<file path="config.mk">
export PLATFORM = sky130hd
export DESIGN_NAME = risc16_uart_tx
export DESIGN_NICKNAME = d
export VERILOG_FILES = /design/src/rtl/risc16_uart_tx.sv
export SDC_FILE = /design/constraint.sdc
export NUM_CORES = 1
export LEC_CHECK = 0
export ABC_AREA = 0
export CAP_MARGIN = 40
export CORE_MARGIN = 2
export CORE_UTILIZATION = 44
export CTS_CLUSTER_SIZE = 20
export DETAILED_ROUTE_END_ITERATION = 16
export RECOVER_POWER = 100
export REMOVE_ABC_BUFFERS = 1
export SLEW_MARGIN = 40
export SYNTH_ARGS = -nofsm -noshare
export SYNTH_HDL_FRONTEND = slang
export SYNTH_SLANG_ARGS = --single-unit
</file>
<file path="constraint.sdc">
create_clock -name clk -period 8.5 [get_ports clk]
set_input_delay 1.7 -clock clk [delete_from_list [all_inputs] [get_ports clk]]
set_output_delay 1.7 -clock clk [all_outputs]
set_load 0.1 [all_outputs]
</file>
<file path="src/rtl/risc16_uart_tx.sv">
// Memory-mapped 8N1 UART transmitter for the risc16f data bus.
// Bytes written to TXDATA queue in a small FIFO and go out on txd at DIV clocks per bit.
module risc16_uart_tx #(
  parameter logic [15:0] BASE_ADDR  = 16'hFF00,
  parameter int unsigned FIFO_DEPTH = 8,
  parameter logic [15:0] DIV_RESET  = 16'd868
) (
  input  logic        clk,
  input  logic        rst,
  input  logic [15:0] daddr,
  input  logic [15:0] wdata,
  input  logic        dwe,
  input  logic        doe,
  output logic [15:0] rdata,
  output logic        hit,
  output logic        txd
);

  localparam int unsigned PTR_W   = $clog2(FIFO_DEPTH);
  localparam logic [3:0]  DEPTH_C = 4'(FIFO_DEPTH);

  localparam logic [1:0] REG_TXDATA = 2'd0;
  localparam logic [1:0] REG_STATUS = 2'd1;
  localparam logic [1:0] REG_DIV    = 2'd2;

  typedef enum logic [1:0] {
    S_IDLE,
    S_START,
    S_DATA,
    S_STOP
  } state_e;

  state_e           state_q,   state_d;
  logic [7:0]       fifo_q     [FIFO_DEPTH];
  logic [7:0]       fifo_d     [FIFO_DEPTH];
  logic [PTR_W-1:0] wr_ptr_q,  wr_ptr_d;
  logic [PTR_W-1:0] rd_ptr_q,  rd_ptr_d;
  logic [3:0]       count_q,   count_d;
  logic             ovf_q,     ovf_d;
  logic [15:0]      div_q,     div_d;
  logic [15:0]      bit_cnt_q, bit_cnt_d;
  logic [2:0]       bit_idx_q, bit_idx_d;
  logic [7:0]       shift_q,   shift_d;
  logic             txd_q,     txd_d;

  logic        win;
  logic [1:0]  sel;
  logic        full;
  logic        empty;
  logic        busy;
  logic [15:0] reload;
  logic        push_req;
  logic        push;
  logic        pop;
  logic [15:0] status;
  logic        unused_addr_lsb;

  // Bus decode: byte lane bit is irrelevant for 16-bit registers.
  assign win             = (daddr[15:3] == BASE_ADDR[15:3]);
  assign sel             = daddr[2:1];
  assign unused_addr_lsb = daddr[0];
  assign hit             = (doe | dwe) & win;

  assign full   = (count_q == DEPTH_C);
  assign empty  = (count_q == 4'd0);
  assign busy   = (state_q != S_IDLE);
  assign reload = (div_q == 16'd0) ? 16'd0 : (div_q - 16'd1);
  assign status = {8'h00, count_q, ovf_q, busy, empty, full};

  assign push_req = dwe & win & (sel == REG_TXDATA);
  assign push     = push_req & ~full;
  assign pop      = (state_q == S_IDLE) & ~empty;

  assign txd = txd_q;

  always_comb begin
    rdata = 16'h0000;
    if (doe && win) begin
      case (sel)
        REG_STATUS: rdata = status;
        REG_DIV:    rdata = div_q;
        default:    rdata = 16'h0000;
      endcase
    end
  end

  // FIFO and register file next state; a full FIFO drops the byte even if the FSM pops this edge.
  always_comb begin
    fifo_d   = fifo_q;
    wr_ptr_d = wr_ptr_q;
    rd_ptr_d = rd_ptr_q;
    count_d  = count_q;
    ovf_d    = ovf_q;
    div_d    = div_q;
    if (push) begin
      fifo_d[wr_ptr_q] = wdata[7:0];
      wr_ptr_d         = wr_ptr_q + PTR_W'(1);
    end
    if (pop) begin
      rd_ptr_d = rd_ptr_q + PTR_W'(1);
    end
    case ({push, pop})
      2'b10:   count_d = count_q + 4'd1;
      2'b01:   count_d = count_q - 4'd1;
      default: count_d = count_q;
    endcase
    if (push_req && full) begin
      ovf_d = 1'b1;
    end else if (dwe && win && (sel == REG_STATUS) && wdata[3]) begin
      ovf_d = 1'b0;
    end
    if (dwe && win && (sel == REG_DIV)) begin
      div_d = wdata;
    end
  end

  // Serialiser: the bit counter reloads from the live DIV at every bit boundary.
  always_comb begin
    state_d   = state_q;
    bit_cnt_d = bit_cnt_q;
    bit_idx_d = bit_idx_q;
    shift_d   = shift_q;
    txd_d     = txd_q;
    case (state_q)
      S_IDLE: begin
        txd_d = 1'b1;
        if (pop) begin
          shift_d   = fifo_q[rd_ptr_q];
          bit_cnt_d = reload;
          txd_d     = 1'b0;
          state_d   = S_START;
        end
      end
      S_START: begin
        if (bit_cnt_q == 16'd0) begin
          bit_idx_d = 3'd0;
          bit_cnt_d = reload;
          txd_d     = shift_q[0];
          state_d   = S_DATA;
        end else begin
          bit_cnt_d = bit_cnt_q - 16'd1;
        end
      end
      S_DATA: begin
        if (bit_cnt_q == 16'd0) begin
          bit_cnt_d = reload;
          if (bit_idx_q == 3'd7) begin
            txd_d   = 1'b1;
            state_d = S_STOP;
          end else begin
            shift_d   = {1'b0, shift_q[7:1]};
            bit_idx_d = bit_idx_q + 3'd1;
            txd_d     = shift_q[1];
          end
        end else begin
          bit_cnt_d = bit_cnt_q - 16'd1;
        end
      end
      S_STOP: begin
        if (bit_cnt_q == 16'd0) begin
          txd_d   = 1'b1;
          state_d = S_IDLE;
        end else begin
          bit_cnt_d = bit_cnt_q - 16'd1;
        end
      end
      default: begin
        txd_d   = 1'b1;
        state_d = S_IDLE;
      end
    endcase
  end

  always_ff @(posedge clk) begin
    fifo_q  <= fifo_d;
    shift_q <= shift_d;
    if (rst) begin
      state_q   <= S_IDLE;
      wr_ptr_q  <= '0;
      rd_ptr_q  <= '0;
      count_q   <= 4'd0;
      ovf_q     <= 1'b0;
      div_q     <= DIV_RESET;
      bit_cnt_q <= 16'd0;
      bit_idx_q <= 3'd0;
      txd_q     <= 1'b1;
    end else begin
      state_q   <= state_d;
      wr_ptr_q  <= wr_ptr_d;
      rd_ptr_q  <= rd_ptr_d;
      count_q   <= count_d;
      ovf_q     <= ovf_d;
      div_q     <= div_d;
      bit_cnt_q <= bit_cnt_d;
      bit_idx_q <= bit_idx_d;
      txd_q     <= txd_d;
    end
  end

endmodule
</file>
==> results.py <==
metrics = {
    "global_routing": {
        "grt_max_degree": 52,
        "grt.busiest_layer": "met2",
        "grt_pass1_vias": 4270,
        "globalRouteOverflowTotal": 0,
        "grt_pass1_wl_um": 21400,
        "use_met3": 0.0429,
        "grt_usage": 0.194,
        "gr-usage-met1": 0.266,
        "antenna_found_initial": 0,
        "grtUsageMet2": 0.299,
    },
    "power": {
        "p_per_area_nw_per_um2": 269,
        "ir_worst_vdd_mv": 0.139,
        "leakage_nw": 2.42,
    },
    "finish": {
        "final_common_cell": "edfxtp_1",
        "syn_to_final_growth_pct": 18.1,
        "num-nets-final": 633,
        "post-route-util": 0.531,
        "layout_common_cells": "edfxtp_1, nor2_1, nand2_1",
        "drive_above_1_share": 0.118,
        "diodes": 0,
    },
    "setup_path": {
        "timing.rr.end": "shift_q[7]$_SDFFCE_PP0P_",
        "critPathCaptureType": "primary output",
        "startpoint_type": "primary input",
        "crit_arrival_ns": 4.77,
        "required_ns": 6.80,
        "reg2regPathDepth": 5,
        "r2r-start": "bit_cnt_q[4]$_SDFFE_PP0P_",
        "crit_slowest_cell": "clkbuf_1",
        "worstPathCellList": "dlygate4sd3_1, or4_1, nor4_1, nand3_1, nor2_1, clkbuf_1",
        "critPathBufInv": 2,
        "ff2ff_setup_slack_ns": 5.50,
        "path_class": "primary input to primary output",
        "max_stage_delay_ns": 0.90,
        "cp_max_fo": 8,
        "cp_top_family": "simple AND/OR/NAND/NOR gates",
    },
    "hold_path": {
        "hp-class": "flop to flop",
        "hold_end": "txd$_SDFFE_PP1P_",
        "hold_depth": 1,
        "min_from": "txd$_SDFFE_PP1P_",
    },
    "clocking": {
        "path_clk_slew_ns": 0.06,
        "clkSinkCount": 121,
        "h-tree-depth": 4,
        "root_buffer": "clkbuf_16",
        "cts_tree": "done",
        "clk_path_buf_depth": 2,
        "cts_buffers": 17,
        "cts_resized": 0,
        "clkLatencyLatePin_ns": 0.42,
        "post-cts-setup-buffer-count": 0,
        "hold_buffers": 0,
    },
    "timing": {
        "min_period_ns": 6.47,
        "timing.hold.ws_ns": 0.468,
        "setup-tns-final_ns": 0,
        "skew_ns": 0.00829,
        "maxSlewHeadroom": -0.591,
        "finalHoldViolCount": 0,
        "max_freq_ghz": 0.155,
        "drv_slew": 71,
        "fin_crit_sh": 0.761,
        "worst_pin_slew_ns": 2.39,
        "setup_viol": 0,
        "rsz0062_at_grt": "false",
    },
    "floorplan": {
        "die_area_sq_um": 14500,
        "die_x_um": 120,
        "start_util": 0.450,
        "ioPinCount": 54,
        "rows": 42,
        "die_y_um": 120,
        "coreArea_sq_um": 13200,
    },
    "synthesis": {
        "async_flop_share": 0,
        "synthesis.area_sq_um": 5960,
        "ys_seq_elements": 121,
        "yosysSeqAreaShare": 0.528,
        "yosysWarnings": 0,
        "syn_inst": 533,
        "syn_avg_cell_area_sq_um": 11.2,
        "synthFlopType": "edfxtp_1",
        "synth_edf_count": 72,
        "synth.distinct_cells": 56,
    },
    "placement": {
        "gp_congestion": 0.806,
        "dp_hpwl_um": 8820,
        "io_buffers": 52,
    },
    "detailed_routing": {
        "vias": 4233,
        "drtIter0Drc": 234,
        "wl_um": 13000,
        "firstDrtPassIters": 4,
        "postRouteAntennaNets": 0,
        "post-route-drc-count": 0,
        "wl_per_cell_um": 17.0,
        "via_per_inst": 5.51,
    },
    "status": {
        "violations": "max-capacitance violations, max-slew violations",
        "status": "finished, violations left",
    },
    "run": {
        "maxCapViolations": 2,
    },
}
==> flip-flops by register name (all words and copies together) (netlist names) <==
name / flops
shift_q: 8
txd: 1
bit_cnt_q: 16
rd_ptr_q: 3
bit_idx_q: 3
fifo_q: 64
ovf_q: 1
div_q: 16
count_q: 4
wr_ptr_q: 3
state_q: 2
==> how the worst max path moves through the flow <==
stage | start | end | slack (ns) | depth (start not counted)
after floorplan | daddr[4] | rdata[0] | 2.64 | 4
after global placement | daddr[4] | rdata[4] | 2.06 | 6
after detailed placement | daddr[3] | rdata[2] | 2.77 | 6
after CTS | daddr[3] | rdata[2] | 2.77 | 6
after global routing | daddr[4] | rdata[7] | 1.81 | 6
final | daddr[4] | rdata[4] | 2.03 | 6
==> metrics by stage <==
stage / setup slack, ns / instances / total power [mW] / cell area [sq um]
6_report: 2.03 / 768 / 1.89 / 7040
5_1_grt: 1.81 / 768 / 1.99 / 7040
4_1_cts: 2.77 / 768 / 1.90 / 7080
3_5_place_dp: 2.77 / 736 / 1.22 / 6520
3_3_place_gp: 2.06 / 735 / 1.21 / 6590
2_1_floorplan: 2.64 / 503 / 1.11 / 5820
==> layout make-up <==
class | instances | area [sq um]
fill | 1238 | 6200
sequential | 121 | 3140
multi-input combinational | 372 | 2650
clock buffer | 19 | 443
timing repair buffer | 57 | 422
tap | 176 | 220
clock inverter | 13 | 121
inverter | 10 | 37.5
==> logic make-up after synthesis <==
group,share of synthesized area
multiplexers,0.0842
AO/OA/AOI/OAI,0.101
AND/OR/NAND/NOR,0.176
buffers and inverters,0.0290
adder cells (fa/ha/maj),0.0378
flip-flops,0.528
XOR/XNOR,0.0441
==> metal layers <==
layer  wire, um  vias up
met3        567       19
met4        212        0
met5          0        -
li1           -     2051
met2       6090      103
met1       6170     2060
==> power by group <==
| part | switching, mW | leakage [nW] | internal [mW] |
|---|---|---|---|
| sequential | 0.0283 | 1.04 | 0.649 |
| clock | 0.266 | 0.252 | 0.410 |
| combinational | 0.315 | 1.12 | 0.224 |
==> Yosys cell counts, drive strengths merged (2+ instances only) <==
cell type	instances	share of area
a211o	2	0.0029
a211oi	20	0.033
a21o	2	0.0027
a21oi	20	0.017
a22oi	11	0.014
a31oi	2	0.0021
and2	11	0.012
and3	3	0.0032
buf	10	0.010
clkbuf	20	0.013
dfxtp	49	0.16
edfxtp	72	0.36
ha	18	0.038
inv	10	0.0063
mux2i	13	0.022
mux4	16	0.060
nand2	52	0.033
nand2b	3	0.0032
nand3	6	0.0050
nand3b	6	0.0076
nand4	4	0.0042
nor2	71	0.046
nor2b	3	0.0032
nor3	24	0.020
nor3b	2	0.0025
nor4	9	0.012
nor4b	2	0.0029
o21ai	13	0.011
o31ai	3	0.0061
o32a	2	0.0034
or3	6	0.0063
or4	7	0.010
or4b	2	0.0034
xnor2	12	0.018
xor2	18	0.026
(Power assumes the default switching activity.)
